**src/rtl/pcie_link_sequencer.sv**
```systemverilog
// PCIe endpoint bring-up sequencer: holds PERST low for a programmed time,
// waits for a stable link-up indication and retries the reset/train cycle on
// timeout or link loss, giving up after a bounded number of retries.
//
// state     | meaning
// ----------+----------------------------------------------------------
// IDLE  (0) | waiting for start (or auto start), PERST asserted
// HOLD  (1) | PERST asserted, counting the hold time
// WAIT  (2) | PERST released, waiting for link_up
// STABLE(3) | link_up seen, counting consecutive high samples
// UP    (4) | link good
// FAIL  (5) | retries exhausted, waiting for start or force_reset
module pcie_link_sequencer #(
  parameter int PERST_HOLD_CYCLES = 500,
  parameter int LINKUP_TIMEOUT    = 65536,
  parameter int LINKUP_STABLE     = 16,
  parameter int MAX_RETRIES       = 3,
  parameter int AUTO_START        = 1,
  localparam int RW = (MAX_RETRIES > 0) ? $clog2(MAX_RETRIES + 1) : 1
) (
  input  logic          sys_clk,
  input  logic          sys_rst_n,
  input  logic          start,
  input  logic          force_reset,
  input  logic          link_up,
  output logic          perst_n,
  output logic          busy,
  output logic          link_ok,
  output logic          fail,
  output logic [RW-1:0] retry_cnt,
  output logic [2:0]    state
);

  localparam int CMAX = (PERST_HOLD_CYCLES > LINKUP_TIMEOUT) ? PERST_HOLD_CYCLES : LINKUP_TIMEOUT;
  localparam int CW   = (CMAX > 1) ? $clog2(CMAX) : 1;
  localparam int SW   = (LINKUP_STABLE > 1) ? $clog2(LINKUP_STABLE) : 1;

  typedef enum logic [2:0] {
    S_IDLE   = 3'd0,
    S_HOLD   = 3'd1,
    S_WAIT   = 3'd2,
    S_STABLE = 3'd3,
    S_UP     = 3'd4,
    S_FAIL   = 3'd5
  } state_t;

  state_t          r_state;
  logic [CW-1:0]   r_cnt;
  logic [SW-1:0]   r_stab;
  logic [RW-1:0]   r_retry;
  logic            r_perst_n;
  logic            r_busy;
  logic            r_link_ok;
  logic            r_fail;

  logic w_hold_done;
  logic w_timeout;
  logic w_stab_done;
  logic w_retry_max;
  logic w_force;

  assign w_hold_done = (r_cnt == CW'(PERST_HOLD_CYCLES - 1));
  assign w_timeout   = (r_cnt == CW'(LINKUP_TIMEOUT - 1));
  assign w_stab_done = link_up && (r_stab == SW'(LINKUP_STABLE - 1));
  assign w_retry_max = (r_retry == RW'(MAX_RETRIES));
  assign w_force     = force_reset && (r_state == S_HOLD || r_state == S_WAIT ||
                                       r_state == S_STABLE || r_state == S_UP);

  // Moves to a new state and updates the registered outputs on the same edge.
  task automatic go(input state_t s);
    r_state   <= s;
    r_perst_n <= (s == S_WAIT) || (s == S_STABLE) || (s == S_UP);
    r_busy    <= (s == S_HOLD) || (s == S_WAIT) || (s == S_STABLE);
    r_link_ok <= (s == S_UP);
    r_fail    <= (s == S_FAIL);
  endtask

  // Timeout handling shared by WAIT and STABLE.
  task automatic timeout_retry();
    r_cnt  <= '0;
    r_stab <= '0;
    if (w_retry_max) begin
      go(S_FAIL);
    end else begin
      r_retry <= r_retry + RW'(1);
      go(S_HOLD);
    end
  endtask

  // Sequencer FSM with counters and registered outputs.
  always_ff @(posedge sys_clk) begin
    if (!sys_rst_n) begin
      r_cnt   <= '0;
      r_stab  <= '0;
      r_retry <= '0;
      go(S_IDLE);
    end else if (w_force) begin
      r_cnt   <= '0;
      r_stab  <= '0;
      r_retry <= '0;
      go(S_HOLD);
    end else begin
      case (r_state)
        S_IDLE: begin
          if (start || (AUTO_START != 0)) begin
            r_cnt   <= '0;
            r_stab  <= '0;
            r_retry <= '0;
            go(S_HOLD);
          end
        end
        S_HOLD: begin
          if (w_hold_done) begin
            r_cnt <= '0;
            go(S_WAIT);
          end else begin
            r_cnt <= r_cnt + CW'(1);
          end
        end
        S_WAIT: begin
          if (link_up && (LINKUP_STABLE == 1)) begin
            r_cnt  <= '0;
            r_stab <= '0;
            go(S_UP);
          end else if (w_timeout) begin
            timeout_retry();
          end else if (link_up) begin
            r_stab <= SW'(1);
            go(S_STABLE);
          end else begin
            r_cnt <= r_cnt + CW'(1);
          end
        end
        S_STABLE: begin
          // Stability completing on the timeout edge still reaches UP.
          if (w_stab_done) begin
            r_cnt  <= '0;
            r_stab <= '0;
            go(S_UP);
          end else if (w_timeout) begin
            timeout_retry();
          end else begin
            r_cnt <= r_cnt + CW'(1);
            if (link_up) begin
              r_stab <= r_stab + SW'(1);
            end else begin
              r_stab <= '0;
              go(S_WAIT);
            end
          end
        end
        S_UP: begin
          // Link loss is a full retrain with a fresh retry budget.
          if (!link_up) begin
            r_cnt   <= '0;
            r_stab  <= '0;
            r_retry <= '0;
            go(S_HOLD);
          end
        end
        S_FAIL: begin
          if (start || force_reset) begin
            r_cnt   <= '0;
            r_stab  <= '0;
            r_retry <= '0;
            go(S_HOLD);
          end
        end
        default: begin
          r_cnt   <= '0;
          r_stab  <= '0;
          r_retry <= '0;
          go(S_IDLE);
        end
      endcase
    end
  end

  assign perst_n   = r_perst_n;
  assign busy      = r_busy;
  assign link_ok   = r_link_ok;
  assign fail      = r_fail;
  assign retry_cnt = r_retry;
  assign state     = r_state;

endmodule
```
**config.mk**
```make
export PLATFORM = sky130hd
export DESIGN_NAME = pcie_link_sequencer
export DESIGN_NICKNAME = d
export VERILOG_FILES = /design/src/rtl/pcie_link_sequencer.sv
export SDC_FILE = /design/constraint.sdc
export NUM_CORES = 1
export LEC_CHECK = 0
export ABC_CLOCK_PERIOD_IN_PS = 2400
export BUFFER_PORTS_ARGS = -buffer_cell sky130_fd_sc_hd__buf_2
export CORE_MARGIN = 2
export CORE_UTILIZATION = 45
export CTS_CLUSTER_SIZE = 14
export DETAILED_ROUTE_END_ITERATION = 8
export PLACE_DENSITY = 0.67
export SYNTH_ARGS = -nofsm -noshare
export SYNTH_HDL_FRONTEND = slang
export SYNTH_SLANG_ARGS = --single-unit
```
**constraint.sdc**
```tcl
create_clock -name sys_clk -period 2.4 [get_ports sys_clk]
set_clock_uncertainty 0.05 [all_clocks]
set_input_delay 0.24 -clock sys_clk [delete_from_list [all_inputs] [get_ports sys_clk]]
set_output_delay 0.24 -clock sys_clk [all_outputs]
set_load 0.02 [all_outputs]
```
==> results.sh <==
export IMPL_ys_ff_latch=29
export IMPL_synth_area_mm2=0.00167
export IMPL_diodes=0
export IMPL_grt_pass1_vias=1559
export IMPL_pwr_share_seq_pct=36.6
export IMPL_path_max_fanout=8
export IMPL_cts_root_buffer="clkbuf_8"
export IMPL_pin_count=14
export IMPL_antenna_found_initial=0
export IMPL_power_frac_clock_pct=24.8
export IMPL_final_nets=245
export IMPL_ctsLongestPathBuffers=2
export IMPL_cts_buffers_inserted=5
export IMPL_relSlewSlack_pct=68.7
export IMPL_area_growth_synth_to_final_pct=19.6
export IMPL_synth_area_per_cell_um2=8.03
export IMPL_start_util_pct=46.3
export IMPL_hold_path_end="busy"
export IMPL_path_class="reg -> reg"
export IMPL_clock_sinks=29
export IMPL_setup_tns_ps=0
export IMPL_status="completed"
export IMPL_fp_coreArea_mm2=0.00361
export IMPL_dr_total_vias=1677
export IMPL_rr_worst_depth=6
export IMPL_synth_fp_nets=216
export IMPL_swShare_pct=37.7
export IMPL_peakVddDrop_uv=380
export IMPL_clk_insertion_delay_late_ps=280
export IMPL_async_reset_ff_share_pct=0
export IMPL_p_leak_nw=0.752
export IMPL_ctsHtreeMaxLevel=2
export IMPL_power_density_mw_per_mm2=788
export IMPL_dr_first_iter_drc_count=92
export IMPL_grt_setup_unrepaired="no"
export IMPL_setup_viol=0
export IMPL_dieHeight_um=64.9
export IMPL_pwr_share_comb_pct=38.6
export IMPL_clkTransAtPathRegs_ps=60
export IMPL_crit_required_ps=2560
export IMPL_synth_edff_count=0
export IMPL_gp_congestion=0.880
export IMPL_postSynthCellCount=208
export IMPL_dp_cells=278
export IMPL_holdBufCountCts=0
export IMPL_synth_warning_count=0
export IMPL_yosysSeqAreaShare_pct=34.8
export IMPL_switchingPower_mw=0.593
export IMPL_max_freq_mhz=433
export IMPL_cts_tree="done"
export IMPL_fin_crit_sh_pct=96.3
export IMPL_grt_pass1_wl_mm=6.92
export IMPL_io_buffers=13
export IMPL_min_from="sys_rst_n"
export IMPL_min_period_ps=2310
export IMPL_ys_flop_type="dfxtp_1"
export IMPL_route_detailed_wl_per_inst_um=14.0
export IMPL_timing_rr_end="retry_cnt[0]"
export IMPL_route_detailed_drc=0
export IMPL_hold_class="in -> reg"
export IMPL_place_hpwl_mm=3.01
export IMPL_seqCellArea_um2=583
export IMPL_n_fill_cell=345
export IMPL_synth_cell_type_count=50
export IMPL_hold_viol=0
export IMPL_final_max_slew_violation_count=0
export IMPL_ant_nets=0
export IMPL_grt_max_degree=13
export IMPL_max_cap_violations=0
export IMPL_finalWirelength_mm=4.00
export IMPL_rows=22
export IMPL_r2r_start="r_cnt[0]"
export IMPL_firstDrtPassIters=4
export IMPL_holdPathStages=2
export IMPL_rrSetupSlack_ps=90
export IMPL_multiInputGateArea_mm2=0.00107
export IMPL_worst_pin_slew_ps=466
export IMPL_grt_total_usage_pct=21.0
export IMPL_final_cells=286
export IMPL_dieArea_mm2=0.00422
export IMPL_cp_start_kind="flop"
export IMPL_layout_drive_gt1_share_pct=21.4
export IMPL_intPower_mw=0.981
export IMPL_critPathArrivalTime_ps=2470
export IMPL_grt_overflow_total=0
export IMPL_die_w_um=64.9
export IMPL_crit_path_end_kind="flop"
export IMPL_routed_via_density=5.86
power groups by stage:
stage                     registers, mW  clock network, mW  logic, mW
final                             0.575              0.391      0.608
after detailed placement          0.582                  0      0.597
after CTS                         0.571              0.409      0.600
after global placement            0.581                  0      0.602
after global routing              0.583              0.428      0.671
after floorplan                   0.611                  0      0.387
metrics by stage:
stage | util (%) | setup WS, ps | area, um^2 | hold WS, ps | power, mW
after floorplan | - | 59.0 | 1670 | 321 | 0.997
after global placement | 52.2 | 137 | 1880 | 418 | 1.18
after detailed placement | 52.2 | 90.8 | 1880 | 427 | 1.18
after CTS | 54.5 | 65.4 | 1970 | 162 | 1.58
after global routing | 55.4 | 7.82 | 2000 | 174 | 1.68
final | 55.4 | 88.6 | 2000 | 173 | 1.57
worst max-delay path, cell delays in order (launching register included):
cell	delay (ps)
dfxtp_2	360
ha_2	210
nand3_2	140
or4_4	630
o21a_1	230
or4_1	470
a21oi_1	150
cell usage in the layout (no fill, tap or decap), types with 2 or more instances in the layout:
cell / count
a211o_1: 2
a211oi_1: 4
a21oi_1: 18
a31oi_1: 2
and3_1: 4
buf_2: 13
buf_4: 16
clkbuf_8: 5
clkinv_2: 2
dfxtp_1: 27
dfxtp_2: 2
ha_1: 2
inv_1: 4
nand2_1: 12
nand2b_1: 6
nand3_1: 6
nand4_1: 5
nor2_1: 18
nor2b_1: 3
nor3_1: 6
nor3b_1: 2
nor4_1: 3
o2111ai_1: 2
o211ai_1: 2
o21a_1: 2
o21ai_0: 18
o21ai_1: 3
o31ai_1: 2
or2_2: 3
or3_1: 8
or4_1: 6
xnor2_1: 2
xor2_1: 4
worst max path at each step:
stage	cells after the start	start	to
after floorplan	7	r_cnt[0]	retry_cnt[0]
after global placement	6	r_cnt[0]	retry_cnt[0]
after detailed placement	6	r_cnt[0]	retry_cnt[0]
after CTS	6	r_cnt[0]	retry_cnt[0]
after global routing	6	r_cnt[0]	retry_cnt[0]
final	6	r_cnt[0]	retry_cnt[0]
per-layer routing:
layer,share of wire (%),up-vias,wire [um],global-route usage (%)
li1,-,850,-,-
met1,46,792,1850,25.8
met2,48,24,1910,33.1
met3,3.2,11,127,5.56
met4,2.9,0,116,11.4
met5,0,-,0,0
cells in the mapped netlist (3+ instances only):
master	instances	area, um^2
ha_1	3	37.5
nor4_1	3	18.8
nand2_1	12	45.0
or2_2	3	18.8
or3_1	8	50.1
dfxtp_1	29	581
nand4_1	5	31.3
nor2_1	18	67.6
o2111ai_1	3	26.3
clkbuf_1	5	18.8
and3_1	4	25.0
nor2b_1	3	18.8
o21ai_1	3	15.0
inv_1	4	15.0
nand3_1	7	35.0
xor2_1	4	35.0
or4_1	6	45.0
nor3_1	6	30.0
a21oi_1	18	90.1
a211oi_1	5	37.5
o21ai_0	18	90.1
nand2b_1	6	37.5
timing repair:
item	CTS	global route
resized for setup	0	7
buffers inserted	0	0
endpoints found under the setup margin	0	19
layout make-up:
type	count	area share (%)
clock inverters	3	0.877
repair buffers	29	9.27
well taps	48	3.01
clock buffers	5	3.45
inverters	4	0.752
flip-flops and latches	29	29.2
multi-input cells	168	53.4
cells by family after synthesis:
kind of cell	count (synthesis)	synth area share, %
buf+inv	11	3.00
xor+xnor	6	3.15
flops	29	34.8
mux	1	0.599
simple gates	90	30.3
fa+ha+maj	3	2.25
compound gates	68	26.0
state kept, by name, summed over array words and instances (netlist names):
| register | flops |
|---|---|
| busy | 1 |
| retry_cnt | 2 |
| state | 3 |
| r_stab | 4 |
| r_cnt | 16 |
| link_ok | 1 |
| perst_n | 1 |
| fail | 1 |
(Power assumes the default switching activity.)
